### src/rtl/rev_level_moore.sv
// rtl/rev_level_moore.sv - tachometer-based revolution level Moore FSM (C = state)
//
// Ports:
//   clk          system clock
//   reset        asynchronous, active-high reset
//   A            engine on (1) / off (0), synchronous to clk
//   tach_in      raw tachometer pulse, asynchronous to clk
//   C            revolution level 00..11, driven straight from the state register
//   level_valid  high once a full window has completed since A rose
//   pulse_cnt    pulse count of the last completed window
//   window_done  one-cycle strobe when a window completes
module rev_level_moore #(
    parameter int WINDOW_CYC = 1000,
    parameter int CNT_W      = 16,
    parameter int TH1        = 10,
    parameter int TH2        = 30,
    parameter int TH3        = 60,
    parameter int HYST       = 2,
    parameter int CONFIRM    = 2
) (
    input  logic             clk,
    input  logic             reset,
    input  logic             A,
    input  logic             tach_in,
    output logic [1:0]       C,
    output logic             level_valid,
    output logic [CNT_W-1:0] pulse_cnt,
    output logic             window_done
);

    localparam int WIN_W  = $clog2(WINDOW_CYC);
    localparam int CONF_W = $clog2(CONFIRM + 1);

    localparam logic [1:0] LVL0 = 2'b00;
    localparam logic [1:0] LVL1 = 2'b01;
    localparam logic [1:0] LVL2 = 2'b10;
    localparam logic [1:0] LVL3 = 2'b11;

    localparam logic [WIN_W-1:0]  WIN_LAST = WIN_W'(WINDOW_CYC - 1);
    localparam logic [CNT_W-1:0]  CNT_MAX  = '1;
    localparam logic [CONF_W-1:0] CONF_C   = CONF_W'(CONFIRM);

    // Up thresholds (enter level L) and down thresholds (leave level L, with hysteresis)
    localparam logic [CNT_W-1:0] UP1 = CNT_W'(TH1);
    localparam logic [CNT_W-1:0] UP2 = CNT_W'(TH2);
    localparam logic [CNT_W-1:0] UP3 = CNT_W'(TH3);
    localparam logic [CNT_W-1:0] DN1 = CNT_W'(TH1 - HYST);
    localparam logic [CNT_W-1:0] DN2 = CNT_W'(TH2 - HYST);
    localparam logic [CNT_W-1:0] DN3 = CNT_W'(TH3 - HYST);

    logic [1:0]        state_q, state_d;
    logic [WIN_W-1:0]  win_q, win_d;
    logic [CNT_W-1:0]  run_q, run_d;
    logic [CNT_W-1:0]  pc_q, pc_d;
    logic [CONF_W-1:0] up_q, up_d;
    logic [CONF_W-1:0] dn_q, dn_d;
    logic              lv_q, lv_d;
    logic              wd_q, wd_d;
    logic              sync1_q, sync2_q, sync3_q;

    logic              tach_edge;
    logic              win_last;
    logic [CNT_W-1:0]  cnt_inc;
    logic [CNT_W-1:0]  n_final;
    logic [CNT_W-1:0]  th_up, th_dn;
    logic              up_qual, dn_qual;
    logic [CONF_W-1:0] up_inc, dn_inc;

    // Two synchronizer flops plus one more stage for rising-edge detection
    always_ff @(posedge clk or posedge reset) begin
        if (reset) begin
            sync1_q <= 1'b0;
            sync2_q <= 1'b0;
            sync3_q <= 1'b0;
        end else begin
            sync1_q <= tach_in;
            sync2_q <= sync1_q;
            sync3_q <= sync2_q;
        end
    end

    assign tach_edge = sync2_q & ~sync3_q;
    assign win_last  = (win_q == WIN_LAST);
    assign cnt_inc   = (run_q == CNT_MAX) ? run_q : run_q + 1'b1;
    // Count including an edge seen this cycle; at the last window cycle this is the final count
    assign n_final   = tach_edge ? cnt_inc : run_q;

    always_comb begin
        th_up = UP1;
        th_dn = '0;
        case (state_q)
            LVL0: begin th_up = UP1; th_dn = '0;  end
            LVL1: begin th_up = UP2; th_dn = DN1; end
            LVL2: begin th_up = UP3; th_dn = DN2; end
            default: begin th_up = '1; th_dn = DN3; end
        endcase
    end

    assign up_qual = (state_q != LVL3) && (n_final >= th_up);
    assign dn_qual = (state_q != LVL0) && (n_final < th_dn);
    assign up_inc  = up_q + 1'b1;
    assign dn_inc  = dn_q + 1'b1;

    always_comb begin
        state_d = state_q;
        win_d   = win_q;
        run_d   = run_q;
        pc_d    = pc_q;
        up_d    = up_q;
        dn_d    = dn_q;
        lv_d    = lv_q;
        wd_d    = 1'b0;
        if (!A) begin
            // Engine off: park at level 0, drop the window in progress, keep pulse_cnt
            state_d = LVL0;
            win_d   = '0;
            run_d   = '0;
            up_d    = '0;
            dn_d    = '0;
            lv_d    = 1'b0;
        end else if (win_last) begin
            win_d = '0;
            run_d = '0;
            pc_d  = n_final;
            wd_d  = 1'b1;
            lv_d  = 1'b1;
            // Up and down qualification are mutually exclusive since th_dn < th_up
            if (up_qual) begin
                dn_d = '0;
                if (up_inc == CONF_C) begin
                    state_d = state_q + 2'd1;
                    up_d    = '0;
                end else begin
                    up_d = up_inc;
                end
            end else if (dn_qual) begin
                up_d = '0;
                if (dn_inc == CONF_C) begin
                    state_d = state_q - 2'd1;
                    dn_d    = '0;
                end else begin
                    dn_d = dn_inc;
                end
            end else begin
                up_d = '0;
                dn_d = '0;
            end
        end else begin
            win_d = win_q + 1'b1;
            run_d = n_final;
        end
    end

    always_ff @(posedge clk or posedge reset) begin
        if (reset) begin
            state_q <= LVL0;
            win_q   <= '0;
            run_q   <= '0;
            pc_q    <= '0;
            up_q    <= '0;
            dn_q    <= '0;
            lv_q    <= 1'b0;
            wd_q    <= 1'b0;
        end else begin
            state_q <= state_d;
            win_q   <= win_d;
            run_q   <= run_d;
            pc_q    <= pc_d;
            up_q    <= up_d;
            dn_q    <= dn_d;
            lv_q    <= lv_d;
            wd_q    <= wd_d;
        end
    end

    assign C           = state_q;
    assign level_valid = lv_q;
    assign pulse_cnt   = pc_q;
    assign window_done = wd_q;

endmodule

### config.mk
export PLATFORM = sky130hd
export DESIGN_NAME = rev_level_moore
export DESIGN_NICKNAME = d
export VERILOG_FILES = /design/src/rtl/rev_level_moore.sv
export SDC_FILE = /design/constraint.sdc
export NUM_CORES = 1
export LEC_CHECK = 0
export BUFFER_PORTS_ARGS = -buffer_cell sky130_fd_sc_hd__buf_2
export CAP_MARGIN = 20
export CORE_ASPECT_RATIO = 0.75
export CORE_MARGIN = 5
export CORE_UTILIZATION = 40
export DETAILED_ROUTE_END_ITERATION = 16
export PLACE_DENSITY = 0.59
export SLEW_MARGIN = 20
export SYNTH_ARGS = -nofsm -noshare
export SYNTH_HDL_FRONTEND = slang
export SYNTH_SLANG_ARGS = --single-unit
### constraint.sdc
create_clock -name clk -period 3.9 [get_ports clk]
set_clock_uncertainty 0.05 [all_clocks]
set_input_delay 0.975 -clock clk [delete_from_list [all_inputs] [get_ports clk]]
set_output_delay 0.975 -clock clk [all_outputs]
set_load 0.02 [all_outputs]
==> metrics.md <==
| Metric | Value |
|---|---|
| Final hold vios | 0 |
| Outcome | finished, final reports clean |
| Worst R2R Start | run_q[6] |
| Top-area cell type share of the netlist area | a little over two fifths |
| Number of DRC markers in iteration 0 | 89 |
| Die ar. | approximately 0.0095 sq mm |
| Required @ worst endpoint | between 4 and 5 ns |
| # nets final | approximately 390 |
| Min-Delay Path Class | register to register |
| Synth area leaders | dfrtp_1, ha_1, nor2_1 |
| CTS tree | built |
| Sequential group share of total power | about 57% |
| Final Cycle Share | a little over nine tenths |
| Setup slack after layout | ~0.18 ns |
| Worst Tran Pin Value | 0.905 ns |
| FMAX | about 270 MHz |
| Clock sinks | 53 |
| Total wire length | 6.85 mm |
| Leak | about 1.9 nW |
| #FFs+latches synth | 53 |
| Router iterations before antenna repair | 4 |
| Synth unique cells | 52 |
| Post-synth top cells | dfrtp_1, nor2_1, nand2_1, ha_1, inv_1 |
| Switching part of the total | a little under a quarter |
| Ys Warns | 0 |
| DRC Markers | 0 |
| Final min period | approximately 3.7 ns |
| Most common cell in the netlist | dfrtp_1 |
| Startpoint Class | register |
| Post-Place Worst Slack | -0.0284 ns |
| Total core area | between 0.007 and 0.008 sq mm |
| Number of setup violations in the final report | 0 |
| Initial antenna violation count | 0 |
| CTS buffer count | 5 |
| Clock transition at path regs | 0.10 ns |
| Max cap viols | 0 |
| Sequential area share after synthesis | 43.2% |
| Slew headroom | between 30% and 40% |
| GR Overflow Total | 0 |
| Share of cells above drive strength 1 | a little over a fifth |
| Via Count | ~2300 |
| FF-to-FF End | dn_q[1] |
| Via density per instance | 4.97 |
| Average wire per standard cell | ~15 microns |
| Post-synth top flop | dfrtp_1 |
| EDFF count, synth | 0 |
| Number of diodes | 0 |
| Critical path destination | dn_q[1] |
| Area Overhead vs Synth | 17.5% |
| Die W | approximately 110 microns |
| Initial Util | between 40% and 50% |
| First-pass GRT wire length | ~11 mm |
| Die H | between 80 and 90 microns |
| Int Power | 762 uW |
| Pin count of the biggest net entering global routing | 34 |
| Psw | ~220 uW |
| Final cell count without fillers | 461 |
| Cell Pwr Density | around 270 mW/mm^2 |
| Std-Cell Rows | 27 |
| Largest area contributor in the netlist | dfrtp_1 |
| HPWL Detailed | 5.11 mm |
| Combinational power share | roughly 4.5% |
| Htree depth | 2 |
| DP Cell Count | about 450 |
| RePlAce Congestion | between 0.7 and 0.8 |
| I/O Buffers | 23 |
| CP max FO | 6 |
| Syn_area_per_cell | between 9 and 10 sq um |
| Syn Inst Count | 319 |
| Clk network pwr share | a little under 40% |
| Ports | 24 |
| Arrival time worst endpoint | a little under 4 ns |
| Share of flip-flops with an asynchronous set or reset | 100% |
| Worst skew pair latency | 0.31 ns |
| Crit Path Class | register to register |
| Root buf cell | clkbuf_8 |
| Reg2reg path depth | 15 |
| Clock Path Buffers | 2 |
| Peak VDD IR | between 0.1 and 0.15 mV |
| Slew Viols, Final | 0 |
| Vias in the first global route | ~2200 |
| GRT Util Overall | between 10% and 20% |
| Nature of the critical path endpoint | register |
| Setup crit start | run_q[6] |
| Post-route ant nets | 0 |
| Netlist Area Pre-Place | roughly 0.0031 sq mm |
| R2R setup slack | 0.18 ns |
| Net count after synthesis | approximately 350 |
-- cell type report --
cell class                 instances  area (sq um)
clock inverter                     2          38.8
sequential                        53          1330
multi-input combinational        232          1680
inverter                          24          90.1
clock buffer                       6          72.6
tap                              101           126
timing repair buffer              43           265
fill                             709          3790
-- kinds of logic after synthesis --
logic type	count (synthesis)	synth area share [%]
xor gates and xnor gates	23	6.81
buffers and inverters	34	4.24
and+or+nand+nor	132	23.5
adders and majority gates	25	10.2
muxes	5	2.04
AOI/OAI and AO/OA	47	9.96
DFF	53	43.2
-- per-stage QoR --
stage	setup TNS, ns	hold WS, ns	cell area, sq um	power (mW)	utilization (%)
after global routing	-0.0269	0.338	3600	1.02	48.7
after floorplan	0	0.281	3070	0.596	-
after detailed placement	-0.0301	0.298	3390	0.612	45.8
final	0	0.316	3600	0.984	48.7
after global placement	0	0.288	3390	0.612	45.8
after CTS	0	0.324	3500	0.992	47.4
-- layer usage --
metal / routed length [microns] / track usage [%]
met3: 237 / 2.19
met4: 61 / 3.43
met5: 0 / 0
met2: 2810 / 20.9
met1: 3740 / 23.5
-- power groups by stage --
stage               clock [mW]  combinational, mW  sequential, mW
floorplan                    0             0.0274           0.569
global placement             0             0.0426           0.569
detailed placement           0             0.0423           0.570
CTS                      0.390             0.0428           0.559
global route             0.414             0.0502           0.560
finish                   0.381             0.0441           0.559
-- flip-flops by register name, summed over array words and instances (netlist names) --
register	count
C	2
dn_q	2
level_valid	1
pulse_cnt	16
run_q	16
sync1_q	1
sync2_q	1
sync3_q	1
up_q	2
win_q	10
window_done	1
-- layout by cell type, fill, tap and decap left out, types with 4 or more instances in the layout --
cell type  synthesis  layout
and3_1             4       4
dfrtp_1           53      50
and2_1             6       6
ha_1              25      24
inv_1             23      22
nand3_1           11      11
nand2_1           36      36
xor2_1            11       9
nor2_1            38      38
nand2b_1           4       4
nand4_1            7       7
a21oi_1            5       5
xnor2_1           11      11
mux2i_1            4       4
o21a_1             4       4
o21ai_0           19      19
nor4_4             2       4
buf_4              0      20
clkbuf_8           0       5
buf_2              2      23
-- timing repair --
action                                  4_1_cts  5_1_grt
resized for setup                             1       14
endpoints found under the setup margin        3        6
pin swaps                                     0        4
setup buffers                                 0        4
hold buffers                                  0        0
-- worst min path at each step --
stage | startpoint | to | slack (ns) | cells past startpoint
floorplan | sync1_q | sync2_q | 0.28 | 0
global placement | sync1_q | sync2_q | 0.29 | 0
detailed placement | sync1_q | sync2_q | 0.30 | 0
CTS | sync1_q | sync2_q | 0.32 | 0
global route | sync1_q | sync2_q | 0.34 | 0
finish | sync1_q | sync2_q | 0.32 | 0
-- worst max-delay path, cell delays in order, from the launching register on --
cell and delay, ns:
dfrtp_2 0.45, nand4b_4 0.17, nor4_4 0.34, and4_4 0.27, nand2_1 0.09, xor2_2 0.25
inv_1 0.09, ha_1 0.30, nand4b_1 0.12, or3_4 0.44, nor4_4 0.31, nand2b_1 0.13
o21ai_4 0.20, or3_1 0.16, nor2_1 0.05, o211a_1 0.19
Power figures use the tool's default switching activity.
